<file path="src/rtl/serial_adder_pkg.sv">
// Shared definitions for the bit-serial adder: state encoding and default width.
package serial_adder_pkg;

  localparam int DEFAULT_WIDTH = 64;

  // 2'd3 is never entered; the FSM decodes it as IDLE.
  typedef enum logic [1:0] {
    ST_IDLE = 2'd0,
    ST_RUN  = 2'd1,
    ST_DONE = 2'd2
  } state_t;

endpackage

</file>
<file path="src/rtl/serial_adder_controller_full_adder.sv">
// Single-bit full adder; the only arithmetic element of the serial adder.
module FullAdder1Bit (
  input  logic Ci,
  input  logic A,
  input  logic B,
  output logic S,
  output logic Co
);

  assign S  = A ^ B ^ Ci;
  assign Co = (A & B) | (Ci & (A ^ B));

endmodule

</file>
<file path="src/rtl/serial_adder_controller.sv">
// Bit-serial WIDTH-bit adder: one FullAdder1Bit sequenced LSB first, one bit per clock,
// with a start/ready/done handshake and abort.
module serial_adder_controller
  import serial_adder_pkg::*;
#(
  parameter int WIDTH = DEFAULT_WIDTH,
  parameter int CW    = $clog2(WIDTH)
) (
  input  logic             Clk,
  input  logic             Reset,
  input  logic             Start,
  input  logic             Abort,
  input  logic [WIDTH-1:0] A,
  input  logic [WIDTH-1:0] B,
  input  logic             Ci,
  output logic             Ready,
  output logic             Busy,
  output logic             Done,
  output logic [WIDTH-1:0] S,
  output logic             Co,
  output logic             Ov
);

  state_t           state, state_nxt;
  logic [WIDTH-1:0] ra, rb, rs, rs_nxt;
  logic             c;
  logic [CW-1:0]    cnt;
  logic             s_fa, co_fa;
  logic             last, accept, step;

  FullAdder1Bit u_fa (
    .Ci (c),
    .A  (ra[0]),
    .B  (rb[0]),
    .S  (s_fa),
    .Co (co_fa)
  );

  assign last   = (cnt == CW'(WIDTH - 1));
  assign accept = Ready & Start;
  assign step   = Busy & ~Abort;
  assign rs_nxt = {s_fa, rs[WIDTH-1:1]};

  always_ff @(posedge Clk or posedge Reset) begin
    if (Reset) state <= ST_IDLE;
    else       state <= state_nxt;
  end

  always_comb begin
    state_nxt = ST_IDLE;
    Ready     = 1'b0;
    Busy      = 1'b0;
    Done      = 1'b0;
    case (state)
      ST_RUN: begin
        Busy = 1'b1;
        if (Abort)     state_nxt = ST_IDLE;
        else if (last) state_nxt = ST_DONE;
        else           state_nxt = ST_RUN;
      end
      ST_DONE: begin
        Done      = 1'b1;
        state_nxt = ST_IDLE;
      end
      default: begin
        Ready     = 1'b1;
        state_nxt = Start ? ST_RUN : ST_IDLE;
      end
    endcase
  end

  // Commit on the final bit edge so S/Co/Ov are already valid while Done is high.
  // The carry into the MSB is c at that edge, so Ov = carry-out ^ c.
  always_ff @(posedge Clk or posedge Reset) begin
    if (Reset) begin
      ra  <= '0;
      rb  <= '0;
      rs  <= '0;
      c   <= 1'b0;
      cnt <= '0;
      S   <= '0;
      Co  <= 1'b0;
      Ov  <= 1'b0;
    end else if (accept) begin
      ra  <= A;
      rb  <= B;
      c   <= Ci;
      cnt <= '0;
    end else if (step) begin
      ra <= ra >> 1;
      rb <= rb >> 1;
      rs <= rs_nxt;
      c  <= co_fa;
      if (last) begin
        S  <= rs_nxt;
        Co <= co_fa;
        Ov <= co_fa ^ c;
      end else begin
        cnt <= cnt + CW'(1);
      end
    end
  end

endmodule

</file>
<file path="config.mk">
export PLATFORM = sky130hd
export DESIGN_NAME = serial_adder_controller
export DESIGN_NICKNAME = d
export VERILOG_FILES = /design/src/rtl/serial_adder_pkg.sv /design/src/rtl/serial_adder_controller_full_adder.sv /design/src/rtl/serial_adder_controller.sv
export SDC_FILE = /design/constraint.sdc
export NUM_CORES = 1
export LEC_CHECK = 0
export ABC_AREA = 1
export CORE_UTILIZATION = 52
export DETAILED_ROUTE_END_ITERATION = 8
export GPL_ROUTABILITY_DRIVEN = 0
export HOLD_SLACK_MARGIN = 0.1
export PLACE_DENSITY = 0.8
export REMOVE_ABC_BUFFERS = 1
export SLEW_MARGIN = 20
export SYNTH_ARGS = -nofsm -noshare
export SYNTH_HDL_FRONTEND = slang
export SYNTH_HIERARCHICAL = 1
export SYNTH_SLANG_ARGS = --single-unit
export TNS_END_PERCENT = 10
</file>
<file path="constraint.sdc">
create_clock -name Clk -period 10.88 [get_ports Clk]
set_clock_uncertainty 0.2 [all_clocks]
set_input_delay 2.176 -clock Clk [delete_from_list [all_inputs] [get_ports Clk]]
set_output_delay 2.176 -clock Clk [all_outputs]
set_load 0.005 [all_outputs]
</file>
Word level (Yosys, flattened, before mapping) --
Index checks and enable logic that the tools add are counted.
Cells by class: bitwise operators 10, reduce and logical (&&, ||, !) cells 5, add/sub/neg operators 1, multiplexer cells 16, eq/ne operators 4
Operators by type and width (count):
- $mux W64 | 4
- $mux W6 | 3
- $add A6 B1 Y6 const B | 1
- $eq A6 B6 Y1 const B | 1
- $mux W1 | 6
- $and A1 B1 Y1 | 4
- $mux W2 | 2
- $pmux W2 S2 | 1
- $reduce_and A2 Y1 | 2
- $reduce_and A3 Y1 | 1
- $xor A1 B1 Y1 | 3
- $eq A2 B1 Y1 const B | 1
- $eq A2 B2 Y1 const B | 1
- $ne A2 B1 Y1 const B | 1
- $not A1 Y1 | 2
- $reduce_bool A2 Y1 | 1
- $reduce_or A2 Y1 | 1
- $or A1 B1 Y1 | 1
Word-level totals: word-level logic and storage cells 45, input port bits 133, register bits after elaboration 267, output and inout bits 69

Logic depth before layout (Yosys ltp) --
depth after elaboration 6, mapped depth 10, gate-level depth less buffers 8

Cells and area by module --
Netlist, hierarchy kept.
Modules (own cells, without submodules):
- serial_adder_controller | cells an instance 1166, times used 1, seq. area each 6656.4 µm², area each 10994.3 µm²
- FullAdder1Bit | cells an instance 1, times used 1, seq. area each 0.0 µm², area each 20.0 µm²

Worst setup path before layout --
OpenSTA, ideal clock, no wires.
kind input to register, start point input Start, end point register S[1], setup slack 7.543 ns, stages on the path 8, buffers on the path 2, library setup time 0.121 ns, arrival 3.016 ns, required time 10.559 ns, cells stage by stage nand2_2 -> nand3_4 -> nor2_4 -> inv_2 -> buf_6 -> buf_6 -> nand2_1 -> o21ai_1
Between the ends: longest elaborated chain between the ends 3
RTL lines:
- start: declaration | line serial_adder_controller.sv:11 | input logic Start,
- $and A1 B1 Y1 | line serial_adder_controller.sv:40 | assign accept = Ready & Start;
- $not A1 Y1 (no source line)
- $reduce_and A3 Y1 (no source line)
- end signal: assignment | line serial_adder_controller.sv:95 | S <= rs_nxt;
- end: declaration | line serial_adder_controller.sv:19 | output logic [WIDTH-1:0] S,
No other way between the ends. A chain may end at the register's enable or synchronous reset.

Worst setup path in the final report --
start point input Start, end point register S[59]
The elaborated chain is that of the path after synthesis.

==> flow_metrics.tcl <==
set metrics [dict create \
    max_stage_delay_ps 860 \
    wire_per_inst_um 14.70 \
    power_leakage_nw 6.151 \
    required_ps 11120 \
    slew_viol_final 0 \
    antenna_cells 0 \
    die_area_um2 21770 \
    r2r_end "S[59]" \
    relSlewSlack 0.3494 \
    cts_resized 0 \
    post-route-drc-count 0 \
    dp_cells 1578 \
    yosysWarnings 6 \
    timing.rr.start "state[0]" \
    holdPathStages 2 \
    synth_top_family_by_area "simple AND/OR/NAND/NOR gates" \
    die-height_um 147.5 \
    yosys_register_bits 266 \
    yosys.area.top_type "dfrtp_1" \
    antenna_found_initial 1 \
    portBuffers 201 \
    endpoint_kind "register" \
    yosysTopAreaCellShare 0.6043 \
    peakVddDrop_mv 0.1203 \
    synth_mux_area_frac 0 \
    gr-total-overflow 0 \
    worstMarginPinSlew_ps 975.8 \
    worstSkewPairLatency_ps 520 \
    synth_cell_types 27 \
    timing.critical_path.cells "clkdlybuf4s50_1 -> nand2_2 -> nand3_4 -> buf_4 -> nor2_4 -> inv_4 -> buf_4 -> nand2_1 -> o21ai_2" \
    finalCriticalPeriod_ps 5796 \
    dp_hpwl_mm 15.31 \
    via_per_inst 5.175 \
    syn_area_per_cell_um2 9.438 \
    synth-xor-area-share 0.0007952 \
    cpMostUsedCell "buf_4" \
    synth_compound_area_frac 0.1427 \
    cts_hold_buffers 0 \
    post_cts_buffers 0 \
    reg2regPathDepth 10 \
    synthCells 1167 \
    crit_slowest_cell "buf_4" \
    synth-simple-area-share 0.1653 \
    drtIter0Drc 615 \
    min_to "ra[0]" \
    core-area_um2 20490 \
    outcome "completed" \
    nNetsFinal 1474 \
    hold_viol_final 0 \
    cts_buffer_depth 3 \
    synth_fa_ha_area_frac 0.005225 \
    root_buffer "clkbuf_16" \
    final_cells 1626 \
    numCtsBuffers 27 \
    synth_area_leaders "dfrtp_1 60%, nand2_1 14%, o211ai_1 4.6%" \
    ant_nets 0 \
    num_vias 8415 \
    clock_sinks 266 \
    maxCapViolations 0 \
    io_pins 202 \
    grt_pass1_wl_mm 40.18 \
    drive_gt1_frac 0.07670 \
    max_freq_mhz 172.5 \
    period_share 0.5327 \
    r2r_slack_ps 6490 \
    clk_pin_slew_worst_paths_ps 60 \
    final-setup-viol-count 0 \
    hold_start "ra[1]" \
    rows 52 \
    area_growth_pct 27.00 \
    powerDensity_nw_per_um2 174.6 \
    hold_class "reg2reg" \
    first_pass_iters 5 \
    rsz0062_at_grt "no" \
    path_class "in2reg" \
    cts_tree "yes" \
    grt_max_degree 116 \
    die_x_um 147.5 \
    tns_ps 0 \
    power.total_w 0.002442 \
    grt_usage 0.2276 \
    start_kind "input port" \
    start_util 0.5374 \
    grt_pass1_vias 8125 \
    crit_fanout 110 \
    cts_max_level 1 \
    crit_arrival_ps 6030 \
    routed_wirelength_mm 23.91 \
    netlist_area_um2 11010 \
    yosysSeqAreaShare 0.6043 \
]
worst max-delay path by stage:
stage / from / endpoint / slack [ps] / cells past startpoint
floorplan: Reset / Co / 1180 / 1
global placement: Start / S[59] / 4710 / 9
detailed placement: Start / S[25] / 4630 / 9
CTS: Start / S[59] / 5110 / 9
global route: Start / S[59] / 4720 / 9
finish: Start / S[59] / 5080 / 9
per-stage QoR:
step | setup slack (ps) | instance area, um^2 | utilization | hold WS, ps
after global routing | 4725 | 13990 | 0.6825 | 304.8
after floorplan | 1179 | 10630 | - | 249.2
final | 5084 | 13990 | 0.6825 | 273.7
after detailed placement | 4632 | 13050 | 0.6368 | 267.7
after CTS | 5106 | 13990 | 0.6825 | 276.3
after global placement | 4710 | 13050 | 0.6368 | 258.7
Yosys cell counts:
cell type,instances
a21boi_0,1
buf_1,6
buf_2,31
buf_4,2
buf_6,11
clkbuf_1,18
clkinv_2,1
dfrtp_1,266
fa_1,1
ha_1,3
inv_1,133
inv_2,3
nand2_1,410
nand2_2,2
nand3_1,39
nand3_4,2
nand4_1,1
nor2_1,4
nor2_4,1
o211ai_1,67
o21ai_0,69
o21ai_1,28
o21ai_2,36
o21bai_1,2
o221ai_1,28
or2_2,1
xnor2_1,1
routing by layer:
layer,track usage,vias to the layer above,routed length (um)
met5,0,-,13
met4,0.04794,2,468
met3,0.04012,41,1429
met2,0.3554,279,10970
met1,0.3356,3988,11030
li1,-,4105,-
where the power goes:
group          internal (W)  total, W  switching [W]
Sequential          0.00111   0.00116      0.0000545
Clock              0.000592  0.000972       0.000380
Combinational      0.000127  0.000307       0.000180
layout by cell type (no fill, tap or decap), types with 2 or more instances in the layout:
| cell type | count |
|---|---|
| nand2_1 | 410 |
| clkinv_2 | 12 |
| clkbuf_8 | 3 |
| o21bai_1 | 2 |
| o21ai_1 | 28 |
| nor2_1 | 4 |
| nand3_1 | 39 |
| o211ai_1 | 67 |
| inv_2 | 3 |
| clkdlybuf4s50_1 | 201 |
| dfrtp_1 | 266 |
| clkbuf_16 | 27 |
| nand3_4 | 2 |
| o21ai_2 | 36 |
| ha_1 | 3 |
| nand2_2 | 2 |
| o21ai_0 | 69 |
| bufinv_16 | 5 |
| inv_1 | 130 |
| buf_4 | 8 |
| o221ai_1 | 28 |
critical path, delay by kind of cell:
family	cells	cell delay [ps]
AO/OA/AOI/OAI	1	100
AND/OR/NAND/NOR	4	1050
buffers and inverters	4	2580
final cells by class:
type,instances,area (um^2)
sequential,266,6656
fill,1615,6506
multi-input combinational,696,3458
timing repair buffer,209,2072
clock buffer,31,720.7
inverter,137,526.8
tap,270,337.8
clock inverter,17,216.5
sequential cells by signal (all words and copies together) (netlist names):
register	count
S	64
ra	64
state	2
c	1
Co	1
rb	64
cnt	6
Ov	1
rs	63
kinds of logic (layout without fill, tap and decap cells):
group,after synthesis,in the layout
fa+ha+maj,4,4
flops,266,266
simple gates,460,460
buf+inv,205,394
compound gates,231,231
xor+xnor,1,1
Note: power is estimated with default switching activity, not from simulation.
==> RTL edit (same flow settings) <==
The package constant `DEFAULT_WIDTH` goes from 64 to 32.
--- a/src/rtl/serial_adder_pkg.sv
+++ b/src/rtl/serial_adder_pkg.sv
@@ -1,7 +1,7 @@
 // Shared definitions for the bit-serial adder: state encoding and default width.
 package serial_adder_pkg;
 
-  localparam int DEFAULT_WIDTH = 64;
+  localparam int DEFAULT_WIDTH = 32;
 
   // 2'd3 is never entered; the FSM decodes it as IDLE.
   typedef enum logic [1:0] {
Ports: changed (resized A, B and S); port bits go from 202 to 106. No check against the original RTL was run, so the function may have changed too.
==> RTL edit against the unedited design <==
  * Global-route usage decreased by 0.39 points
  * Critical path depth decreased by 2
  * First-iteration DRC count decreased by 42%
  * Non-clock buffer count decreased by 103
  * Wire length decreased by 50%
  * Power decreased by 39%
  * Core utilization increased by 0.17 points
  * Cell count decreased by 46%
  * Design area decreased by 47%
  * Sequential cell count decreased by 129
  * Worst setup slack improved by 1.3 ns
  * Critical endpoint is now S[15]
  * Sequential share of layout area decreased by 1.4 points
  * Area after synthesis decreased by 48%
==> RTL edit: results (changes against the unedited design) <==
status finished, final reports clean; compound-gate portion of the synthesized area 7.81% (-6.5 points); first-pass GRT wire length 19,900 um (-50%); register-to-register setup slack 7.64 ns (+1.15 ns); post-CTS resize count 0 (unchanged); Arr. time, crit path 4.72 ns (-1.31 ns); mux share of post-synthesis cell area 0% (unchanged); slowest CP cell nor2_8; buffers added on ports 105 (-48%); Synth top cells by count nand2_1 (268), dfrtp_1 (137), nand3_1 (66), inv_1 (40), o21ai_0 (33); worst rel slew slack 34.8% (-0.11 points); Clock Tree Root clkbuf_8; post-synthesis sequential area ratio 59.4% (-1.0 points); largest net degree at the start of global routing 73 (-37%); placed cells 850 (-46%); Synth Area in Adders 1.43% (+0.91 points); CTS buffer count 17 (-37%); Post-synth EDFFs 0 (unchanged); diodes inserted 0 (unchanged); top post-synthesis cells by area dfrtp_1 (59%), nand2_1 (17%), nand3_1 (5.7%); Clock Path Buffers 2 (-1); post-CTS setup buffers 0 (unchanged); # setup viols final 0 (unchanged); synth unique cells 25 (-7.4%); Place WS 5.79 ns (+1.16 ns); final net count 804 (-45%); Clock Latency Late Sink 0.51 ns; Syn Area/Cell 9.05 um^2 (-4.1%); H-tree Lvls 4 (+3); Synth async-reset ratio 100% (unchanged); Top delay family on crit path simple AND/OR/NAND/NOR gates; Clock transition at path regs 0.06 ns (about the same); largest registers S (32), ra (32), rb (32); internal power 1.07 mW (-41%); Pre-Repair DR Iteration Count 4 (-1); vias in the first global route 4,391 (-46%); XOR/XNOR share of the synthesized area 0.152% (+0.072 points); delay of the slowest critical-path stage 0.71 ns (-0.15 ns); routed length per instance 13.5 um (-8.0%); HP Class flip-flop to flip-flop; post-DR vias/cell 5.11 (-1.2%); HPWL after detailed placement 7630 um (-50%); dpl cell area 0.00680 mm^2 (-48%); Ys Warns 6 (unchanged); initial antenna violation count 0 (-1); CP max FO 66 (-40%); layout cells sized above 1 8.49% (+0.82 points); Peak VDD IR 0.0000979 V (-19%); cell leakage power 3.45 nW (-44%); All-Layer GR Usage 22.4% (-0.39 points); 1st-iter DRT viols 355 (-42%); Min Clock Period, post-route 4.54 ns (-1.25 ns); Final Non-Filler Cells 882 (-46%)
==> RTL edit: cell count changes after synthesis, moves of 3 or more <==
cell and change:
buf_1 -6, buf_2 -11, buf_6 -4, clkbuf_1 -15
dfrtp_1 -129, inv_1 -93, nand2_1 -142, nand2_4 +3
nand3_1 +27, o211ai_1 -64, o21ai_0 -36, o21ai_1 -15
o21ai_2 -14, o221ai_1 -28
==> RTL edit: final timing paths <==
kind / startpoint / depth (start not counted) / endpoint
worst min register to register: ra[11] / 2 / ra[11]
min in group asynchronous: Reset / 2 / ra[29]
worst max register to register: state[0] / 8 / S[15]
worst max-delay path: Start / 7 / S[15]
worst min-delay path: ra[11] / 2 / ra[11]
max in group asynchronous: Reset / 3 / Ov
==> RTL edit: logic make-up after synthesis <==
logic type	Yosys count
buffers and inverters	75
DFF	137
adders and majority gates	6
and+or+nand+nor	346
AOI/OAI and AO/OA	72
xor gates and xnor gates	1
==> RTL edit: tightest hold or removal path: stages, from the launching register on <==
cell,delay (ns)
dfrtp_1,0.34
nand2_1,0.05
nand3_1,0.05
==> RTL edit: power by group through the flow <==
stage / Clock (mW) / Sequential, mW / Combinational, mW
6_report: 0.591 / 0.675 / 0.221
5_1_grt: 0.620 / 0.685 / 0.257
3_5_place_dp: 0 / 0.680 / 0.220
4_1_cts: 0.598 / 0.674 / 0.225
2_1_floorplan: 0 / 0.666 / 0.152
3_3_place_gp: 0 / 0.675 / 0.208
==> RTL edit: routing by layer <==
metal | GRT usage (%) | up-vias | wire length (um)
met3 | 4.96 | 18 | 620
met1 | 30.5 | 2152 | 5350
met2 | 35.6 | 149 | 5830
met4 | 7.53 | 0 | 142
met5 | 0 | - | 0
li1 | - | 2189 | -
==> RTL edit: stage by stage <==
step	power, mW	util (%)	hold slack (ns)
6_report	1.49	68.4	0.282
5_1_grt	1.56	68.4	0.305
4_1_cts	1.50	68.4	0.284
3_5_place_dp	0.899	62.7	0.269
3_3_place_gp	0.882	62.7	0.263
2_1_floorplan	0.818	-	0.248
==> RTL edit: layout make-up <==
type | count | area, um^2
Sequential cell | 137 | 3430
Fill cell | 839 | 3420
Multi-Input combinational cell | 425 | 1970
Timing Repair Buffer | 106 | 1060
Clock buffer | 18 | 418
Clock inverter | 14 | 200
Tap cell | 140 | 175
Inverter | 42 | 165
